[src/rtl/pipe_rx_buffer.sv]
// pipe_rx_buffer: first-word fall-through receive FIFO behind the 9-bit add
// pipeline. The input has no backpressure, so words arriving while the FIFO is
// full are dropped and latched in a sticky overflow flag.
//
// Optional feature: define PIPE_RX_WORD_COUNT_EN to build a 16-bit wrapping
// counter of accepted pushes on word_count. Without it word_count is tied to 0.
//
// Ports:
//   clk          in   rising-edge clock
//   flush        in   asynchronous active-high reset of all state
//   in_valid     in   upstream word present (push request)
//   in_data      in   upstream word
//   out_valid    out  head word available (count != 0)
//   out_data     out  head word, registered fall-through
//   out_ready    in   downstream accepts head word
//   count        out  current occupancy, 0..DEPTH
//   almost_full  out  count >= AF_LEVEL
//   overflow     out  sticky: a word was dropped since the last flush
//   word_count   out  accepted-push counter (0 unless PIPE_RX_WORD_COUNT_EN)
module pipe_rx_buffer #(
  parameter int unsigned WIDTH    = 9,
  parameter int unsigned DEPTH    = 4,
  parameter int unsigned AF_LEVEL = 2
) (
  input  logic                     clk,
  input  logic                     flush,
  input  logic                     in_valid,
  input  logic [WIDTH-1:0]         in_data,
  output logic                     out_valid,
  output logic [WIDTH-1:0]         out_data,
  input  logic                     out_ready,
  output logic [$clog2(DEPTH):0]   count,
  output logic                     almost_full,
  output logic                     overflow,
  output logic [15:0]              word_count
);

  localparam int unsigned PW = $clog2(DEPTH);
  localparam int unsigned CW = PW + 1;

  logic [WIDTH-1:0] mem_q [DEPTH];
  logic [PW-1:0]    wr_ptr_q, wr_ptr_d;
  logic [PW-1:0]    rd_ptr_q, rd_ptr_d;
  logic [CW-1:0]    count_q, count_d;
  logic [WIDTH-1:0] out_data_q, out_data_d;
  logic             out_valid_q, out_valid_d;
  logic             almost_full_q, almost_full_d;
  logic             overflow_q, overflow_d;
  logic             pop, push;

  // Next-state: a full FIFO still accepts a push when the head leaves that cycle.
  always_comb begin
    pop           = (count_q != '0) && out_ready;
    push          = in_valid && ((count_q != CW'(DEPTH)) || pop);
    wr_ptr_d      = push ? wr_ptr_q + PW'(1) : wr_ptr_q;
    rd_ptr_d      = pop  ? rd_ptr_q + PW'(1) : rd_ptr_q;
    count_d       = count_q;
    if (push && !pop) begin
      count_d = count_q + CW'(1);
    end else if (pop && !push) begin
      count_d = count_q - CW'(1);
    end
    overflow_d    = overflow_q | (in_valid & ~push);
    out_valid_d   = (count_d != '0);
    almost_full_d = (count_d >= CW'(AF_LEVEL));

    // Registered head: next stored word, or the incoming word when it
    // becomes the only entry.
    out_data_d = out_data_q;
    if (count_d == '0) begin
      out_data_d = '0;
    end else if (pop) begin
      out_data_d = (count_q > CW'(1)) ? mem_q[rd_ptr_d] : in_data;
    end else if (count_q == '0) begin
      out_data_d = in_data;
    end
  end

  // Storage array, written at the tail; no reset needed.
  always_ff @(posedge clk) begin
    if (push) begin
      mem_q[wr_ptr_q] <= in_data;
    end
  end

  // Control and output registers.
  always_ff @(posedge clk or posedge flush) begin
    if (flush) begin
      wr_ptr_q      <= '0;
      rd_ptr_q      <= '0;
      count_q       <= '0;
      out_data_q    <= '0;
      out_valid_q   <= 1'b0;
      almost_full_q <= 1'b0;
      overflow_q    <= 1'b0;
    end else begin
      wr_ptr_q      <= wr_ptr_d;
      rd_ptr_q      <= rd_ptr_d;
      count_q       <= count_d;
      out_data_q    <= out_data_d;
      out_valid_q   <= out_valid_d;
      almost_full_q <= almost_full_d;
      overflow_q    <= overflow_d;
    end
  end

`ifdef PIPE_RX_WORD_COUNT_EN
  logic [15:0] word_count_q;

  // Accepted-push counter; dropped words do not count.
  always_ff @(posedge clk or posedge flush) begin
    if (flush) begin
      word_count_q <= '0;
    end else if (push) begin
      word_count_q <= word_count_q + 16'd1;
    end
  end

  assign word_count = word_count_q;
`else
  assign word_count = '0;
`endif

  assign count       = count_q;
  assign out_valid   = out_valid_q;
  assign out_data    = out_data_q;
  assign almost_full = almost_full_q;
  assign overflow    = overflow_q;

endmodule

[config.mk]
export PLATFORM = sky130hd
export DESIGN_NAME = pipe_rx_buffer
export DESIGN_NICKNAME = d
export VERILOG_FILES = /design/src/rtl/pipe_rx_buffer.sv
export SDC_FILE = /design/constraint.sdc
export NUM_CORES = 1
export LEC_CHECK = 0
export CAP_MARGIN = 5
export CORE_ASPECT_RATIO = 0.8
export CORE_MARGIN = 5
export CORE_UTILIZATION = 55
export DETAILED_ROUTE_END_ITERATION = 8
export GPL_TIMING_DRIVEN = 0
export PLACE_DENSITY_LB_ADDON = 0.1
export SYNTH_ARGS = -nofsm -noshare
export SYNTH_HDL_FRONTEND = slang
export SYNTH_SLANG_ARGS = --single-unit
[constraint.sdc]
create_clock -name clk -period 3.2 [get_ports clk]
set_input_delay 0.64 -clock clk [delete_from_list [all_inputs] [get_ports clk]]
set_output_delay 0.64 -clock clk [all_outputs]
set_load 0.02 [all_outputs]
# --- Yosys cells after proc, flatten, opt, wreduce, memory -nomap -nowiden ---
# Memory sizes are Yosys's and may differ from the RTL's.
# Index checks and enable logic that the tools add are counted.
totals:
  ff_bits: 19
  mem_bits_rw: 36
  inputBits: 13
  out_inout_bits: 31
  wordCells: 39
  n_memories: 1
mem_list:
  columns: ["memory", "depth", "width", "rd", "rd_clocked_by_memory_dff", "wr", "line_no", "text"]
  rows:
  - ["mem_q", 4, 9, 1, 0, 1, "41", "logic [WIDTH-1:0] mem_q [DEPTH];"]
op_classes:
  addsub: 4
  magnitude_cmp: 2
  eq_ne: 1
  mux: 9
  bitwise_logic: 3
  reduce_logical: 12
op_table:
  columns: ["cell", "count"]
  rows:
  - ["$mux 9", 4]
  - ["$reduce_bool 3->1", 3]
  - ["$logic_not 3->1", 2]
  - ["$mux 3", 2]
  - ["$add 2x1->2 const B", 2]
  - ["$logic_and 1x1->1", 4]
  - ["$add 3x1->3 const B", 1]
  - ["$ge 3x2->1 const B", 1]
  - ["$gt 3x1->1 const B", 1]
  - ["$ne 3x3->1 const B", 1]
  - ["$sub 3x1->3 const B", 1]
  - ["$logic_not 1->1", 2]
  - ["$mux 1", 2]
  - ["$mux 2", 1]
  - ["$and 1x1->1", 1]
  - ["$logic_or 1x1->1", 1]
  - ["$not 1->1", 1]
  - ["$or 1x1->1", 1]

# --- Logic depth before layout (Yosys ltp) ---
# Gate-level depths: netlist of the first run.
depth:
  depth_word: 10
  mapped_depth: 10

# --- Least setup slack after synthesis of the first run ---
# No wires, ideal clock.
synth_path:
  path_type: "reg-to-reg"
  start: "register count_q[1] (netlist: count[1])"
  end: "register out_data_q[3] (netlist: out_data[3])"
  setup_time_ns: 0.138
  arrival_time_ns: 2.192
  required_ns: 3.062
  path_slack_ns: 0.870
  stages_incl_launch_ff: 10
  n_path_buf: 2
  period_less_slack_ns: 2.330
  cell_sequence: "dfrtp_1 inv_1 ha_1 buf_4 and2b_4 nor2_4 buf_6 mux4_2 o21ai_0 a211oi_2"
synth_via:
  elab_chain_len: 10
  word_cells_on_any_way: 22
synth_rtl:
  columns: ["element", "line_no", "text"]
  rows:
  - ["from (decl)", "44", "logic [CW-1:0] count_q, count_d;"]
  - ["from (signal assigned)", "99", "count_q <= count_d;"]
  - ["$reduce_bool 3->1", "53", "pop = (count_q != '0) && out_ready;"]
  - ["$logic_and 1x1->1", "53", null]
  - ["$logic_or 1x1->1", "54", "push = in_valid && ((count_q != CW'(DEPTH)) || pop);"]
  - ["$logic_and 1x1->1", "54", null]
  - ["$logic_not 1->1", "60", "end else if (pop && !push) begin"]
  - ["$logic_and 1x1->1", "60", null]
  - ["$mux 3", "60", null]
  - ["$mux 3", "58", "if (push && !pop) begin"]
  - ["$logic_not 3->1", "70", "if (count_d == '0) begin"]
  - ["$reduce_bool 3->1 (no line) or $mux 9 (tied branches)", null, null]
  - ["to (signal assigned)", "100", "out_data_q <= out_data_d;"]
  - ["to (decl)", "45", "logic [WIDTH-1:0] out_data_q, out_data_d;"]
# Parallel ways exist; a longest one is shown, timed or not.
# A chain may end at the register's enable or synchronous reset.

# --- Worst setup path after layout of the first run ---
# Same ends and word-level chain as after synthesis.

==> impl_results.md, run 1 <==
* Setup CP Type: flop to flop
* Max frequency at around 0.4 GHz
* Vias in the first global route at around 2000
* Starting DRT DRC Count at 143
* Pwr/cell area at about 920 nW/um^2
* Cell accounting for the most synthesized area: edfxtp_1
* Hold violation count in the final report at 0
* Worst-Margin Slew at 1010 ps
* Hold path startpoint: overflow
* WL final at ~6500 microns
* Layout Skew at 9.10 ps
* Yosys warning count at 0
* Grt ovf at 0
* Synthesized area at approximately 3000 sq um
* First-pass GRT wire length at ~11000 microns
* Max VDD drop at about 0.47 mV
* Drt first pass iters at 4
* CTS Buf Count at 5
* WL/cell at approximately 18 microns
* Setup TNS at 0 ps
* RR Startpoint: count[1]
* Vias at about 2000
* Post-Syn Area per Cell at 12.5 sq um
* Hold buffers post-CTS at 0
* Max Transition Viols Final at 0
* Die outline height at 76.7 microns
* CP max stage delay at 510 ps
* Most frequent cells in the layout: edfxtp_1, clkdlybuf4s50_1, mux2i_1
* EDFF count, synth at 36
* Initial Utilization at 0.563
* Fin cells at roughly 370
* Layout Nets at between 300 and 400
* Crit-path slowest cell: mux4_2
* Async set-or-reset flop fraction in the synthesized netlist at 0.345
* TritonCTS Sinks at 55
* Setup crit start kind: flop
* RSZ-0062 raised after global routing: false
* Layout cell share with drive strength beyond 1 at 0.171
* DRT antenna net count at 0
* Bufs and invs on worst path at 3
* IO Pins at 44
* Post-cts gate resize count at 0
* Final setup vio count at 0
* CP startpoint: count[1]
* DIE AREA at about 7200 sq um
* CTS root buffer: clkbuf_8
* Commonest non-fill, non-tap cell in the layout: edfxtp_1
* Static leakage at about 1.4 nW
* Chip width at 93.4 microns
* CTS tree: done
* Cell Rows at 24
* Gate Count Post-Synth at 244
* Status: finished clean
* Top cell type's share of synthesized area at 0.354
* Post-DP HPWL at ~4400 microns
* Via-to-Cell Ratio at about 5.4
* Htree depth at 2
* Crit-path leading delay family: buffers and inverters
* Required time of the critical path at 3360 ps
* Final period utilization at 0.774
* Area Growth Syn to Fin at 17.0%
* Worst Hold Class: flop to flop
* Clock Latency Late Sink at roughly 300 ps
* Clock transition at path regs at about 100 ps
* CP Capture Type: flop
* Post-synthesis sequential element count at between 50 and 60
* Register area share after synthesis at 0.509
* Top cells by area, synth: edfxtp_1, dfrtp_1, mux2i_1, mux4_2, buf_4
* Initial antenna violation count at 0
* CP Max Fanout at 10
* I/O Buffers at 26
* Post-CTS Setup Bufs at 0
* CP arrival at 2640 ps
* Largest net degree at the start of global routing at 20
* Final hold slack at ~460 ps
* FILL cells at 429
* Routability cong. at around 0.76
* Clk buf depth at 2
* Crit-path cells: inv_1, ha_1, buf_4, and2b_4, nor2_4, buf_6, mux4_2, o21ai_0, a211oi_2
* Gr usage total at 0.194
* Max-cap viol count at 0
* N_diodes at 0
* Minimum clock period at 2480 ps
* Post-synth cell types at 43
* Main synth FF type: edfxtp_1
* Residual DRC count at 0
* Core area at between 5000 and 6000 sq um
* Rel. slew slack at 0.324
* Cells after DPL at roughly 360
report_power, final:
| part | leakage, nW | switching (mW) | internal (mW) |
|---|---|---|---|
| clock network | 0.0524 | 0.216 | 0.235 |
| registers | 0.558 | 0.111 | 0.980 |
| logic | 0.814 | 0.967 | 0.788 |
metal layers:
metal / wire, microns / part of all wire / global-route usage
met2: 3070 / 0.47 / 0.303
met3: 522 / 0.080 / 0.0421
met5: 0 / 0 / 0
met4: 27 / 0.0041 / 0.0351
met1: 2900 / 0.44 / 0.281
synthesized netlist by cell type, types with 9 or more instances:
cell,number
nor3_1,9
a21oi_1,10
nor2_1,20
nand3b_1,10
dfrtp_1,19
edfxtp_1,36
mux4_2,10
mux2i_1,24
buf_4,19
nor2b_1,11
cells by family (layout without fill, tap and decap cells):
family                     Yosys count  in the layout  synth area share
xor gates and xnor gates             5              5            0.0143
muxes                               34             34             0.152
adders and majority gates            9              9            0.0364
other                                1             16           0.00123
buffers and inverters               39             73            0.0777
and+or+nand+nor                     69             69             0.131
AOI/OAI and AO/OA                   32             32            0.0786
DFF                                 55             55             0.509
path summary, 6_finish.rpt:
kind	endpoint	slack (ps)	depth (start not counted)
setup / recovery	out_data[3]	720	9
hold / removal	overflow	460	1
setup reg to reg	out_data[3]	720	9
hold reg to reg	overflow	460	1
max in group asynchronous	out_data[2]	1870	2
min in group asynchronous	count[2]	800	2
sequential cells by signal (all words and copies together), names as in the netlist:
name         flops
mem_q           36
out_data         9
count            3
rd_ptr_q         2
wr_ptr_q         2
almost_full      1
out_valid        1
overflow         1
cell type report:
cell class | count | area, sq um | share of cell area
Sequential cell | 55 | 1560 | 0.435
Inverter | 9 | 33.8 | 0.00944
Multi-Input combinational cell | 165 | 1320 | 0.369
Clock buffer | 7 | 76.3 | 0.0213
Timing Repair Buffer | 26 | 260 | 0.0727
Clock inverter | 1 | 30.0 | 0.00839
Tap cell | 78 | 97.6 | 0.0273
Buffer | 30 | 204 | 0.0570
metrics by stage:
| step | setup WS, ps | utilization | instance area, sq um | total power, mW |
|---|---|---|---|---|
| floorplan | 870 | - | 3110 | 2.34 |
| global placement | 467 | 0.639 | 3470 | 2.82 |
| detailed placement | 415 | 0.639 | 3470 | 2.86 |
| CTS | 725 | 0.658 | 3580 | 3.31 |
| global route | 538 | 0.658 | 3580 | 3.52 |
| finish | 722 | 0.658 | 3580 | 3.30 |
(Power assumes the default switching activity.)
==> run 2, diff against run 1 <==
--- a/config.mk
+++ b/config.mk
@@ -8,7 +8,7 @@
 export CAP_MARGIN = 5
 export CORE_ASPECT_RATIO = 0.8
 export CORE_MARGIN = 5
-export CORE_UTILIZATION = 55
+export CORE_UTILIZATION = 54
 export DETAILED_ROUTE_END_ITERATION = 8
 export GPL_TIMING_DRIVEN = 0
 export PLACE_DENSITY_LB_ADDON = 0.1
==> constraint.sdc (replaced) <==
create_clock -name clk -period 2.6 [get_ports clk]
set_input_delay 0.52 -clock clk [delete_from_list [all_inputs] [get_ports clk]]
set_output_delay 0.52 -clock clk [all_outputs]
set_load 0.02 [all_outputs]
==> run 2 against run 1 <==
  * Hold slack improved by 8.4 ps
  * Sequential cell count unchanged
  * Total power increased by 21%
  * Non-clock buffer count unchanged
  * Clock power increased by 14%
  * Via count increased by 0.30%
  * Critical endpoint unchanged
==> impl_results.md, run 2 (same netlist as run 1, synthesis figures left out) <==
* Cell Rows at 24
* DIE AREA at 7280 sq um
* WL/cell at between 15 and 20 microns
* Largest net degree at the start of global routing at 20
* Final period utilization at 0.924
* Initial antenna violation count at 0
* Area of placed instances at approximately 3500 sq um
* WL final at between 6000 and 7000 microns
* Largest register FFs at 36
* Initial Utilization at 0.560
* Final hold slack at between 400 and 500 ps
* Max-cap viol count at 0
* Minimum clock period at between 2000 and 2500 ps
* Clk buf depth at 2
* Fin area at around 3600 sq um
* Pwr/cell area at 1120 nW/um^2
* Vias in the first global route at ~2000
* Most frequent cells in the layout: edfxtp_1, clkdlybuf4s50_1, mux2i_1
* Post-DP HPWL at between 4000 and 5000 microns
* Setup CP Type: flop to flop
* Worst-Margin Slew at 909 ps
* CTS tree: done
* Drt first pass iters at 4
* Layout Skew at around 3.3 ps
* Static leakage at about 1.4 nW
* Clock Latency Late Sink at approximately 300 ps
* DRT antenna net count at 0
* IO Pins at between 40 and 50
* Residual DRC count at 0
* RSZ-0062 raised after global routing: false
* TritonCTS Sinks at 55
* Starting DRT DRC Count at 117
* Core area at about 5500 sq um
* Max VDD drop at around 0.53 mV
* Chip width at approximately 94 microns
* First-pass GRT wire length at between 10000 and 15000 microns
* FILL cells at between 400 and 500
* Routability cong. at between 0.7 and 0.8
* Rel. slew slack at 0.392
* Final setup vio count at 0
* Worst Hold Class: flop to flop
* Area Growth Syn to Fin at 16.8%
* CP arrival at around 2600 ps
* Required time of the critical path at approximately 2800 ps
* I/O Buffers at 26
* Clock transition at path regs at around 90 ps
* Layout cell share with drive strength beyond 1 at 0.174
* Vias at approximately 2000
* CP Capture Type: flop
* Grt ovf at 0
* Biggest register: mem_q
* Setup crit start kind: flop
* N_diodes at 0
* Via-to-Cell Ratio at 5.38
* Status: finished clean
* CTS root buffer: clkbuf_8
* Overall Power at approximately 4 mW
* CP Max Fanout at 10
* Post-cts gate resize count at 0
* Post-CTS Setup Bufs at 0
* Max frequency at around 0.42 GHz
* Hold buffers post-CTS at 0
* Hold violation count in the final report at 0
* Layout Nets at between 300 and 400
* Die outline height at a little under 80 microns
* Gr usage total at 0.189
* Htree depth at 2
* CTS Buf Count at 5
* Max Transition Viols Final at 0
* Commonest non-fill, non-tap cell in the layout: edfxtp_1
run 2: layout make-up:
| cell class | count | area [sq um] | share of cell area |
|---|---|---|---|
| Inverter | 9 | 33.8 | 0.00946 |
| Sequential cell | 55 | 1560 | 0.436 |
| Multi-Input combinational cell | 165 | 1320 | 0.370 |
| Timing Repair Buffer | 26 | 260 | 0.0729 |
| Buffer | 30 | 204 | 0.0571 |
| Tap cell | 78 | 97.6 | 0.0273 |
| Clock buffer | 8 | 100 | 0.0280 |
run 2: per-layer routing:
metal / track usage / wire (microns)
met1: 0.282 / 3030
met3: 0.0362 / 367
met5: 0 / 0
met4: 0.0476 / 56
met2: 0.286 / 2880
run 2: report_power, final:
group | total, mW | internal (mW) | switching (mW) | leakage (nW)
Clock | 0.512 | 0.244 | 0.268 | 0.0515
Combinational | 2.14 | 0.971 | 1.17 | 0.814
Sequential | 1.34 | 1.21 | 0.135 | 0.558
run 2: through the flow:
| step | utilization | setup TNS, ps | worst slack (ps) | instances |
|---|---|---|---|---|
| finish | 0.654 | 0 | 198 | 371 |
| global route | 0.654 | 0 | 10.2 | 371 |
| CTS | 0.654 | 0 | 199 | 371 |
| detailed placement | 0.635 | -114 | -25.6 | 363 |
| global placement | 0.635 | 0 | 5.33 | 363 |
| floorplan | - | 0 | 270 | 259 |
run 2: worst paths after layout:
check	start	to	slack [ps]	cells after the start
min in group asynchronous	flush	out_data[1]	680	2
max in group asynchronous	flush	out_data[0]	1410	2
max	count[1]	out_data[3]	200	9
min reg2reg	overflow	overflow	470	1
min	overflow	overflow	470	1
max reg2reg	count[1]	out_data[3]	200	9
run 2: critical path, cell delays in order, from the launching register on:
cell      delay [ps]
dfrtp_1          470
inv_1            130
ha_1             200
buf_4            170
and2b_4          190
nor2_4           100
buf_6            190
mux4_2           500
o21ai_0          210
a211oi_2         100
==> run 3, diff against run 2 <==
--- a/config.mk
+++ b/config.mk
@@ -12,6 +12,7 @@
 export DETAILED_ROUTE_END_ITERATION = 8
 export GPL_TIMING_DRIVEN = 0
 export PLACE_DENSITY_LB_ADDON = 0.1
+export SLEW_MARGIN = 20
 export SYNTH_ARGS = -nofsm -noshare
 export SYNTH_HDL_FRONTEND = slang
 export SYNTH_SLANG_ARGS = --single-unit
==> results of run 3 <==
Final layout, timing and power as in run 2 (identical DEF).
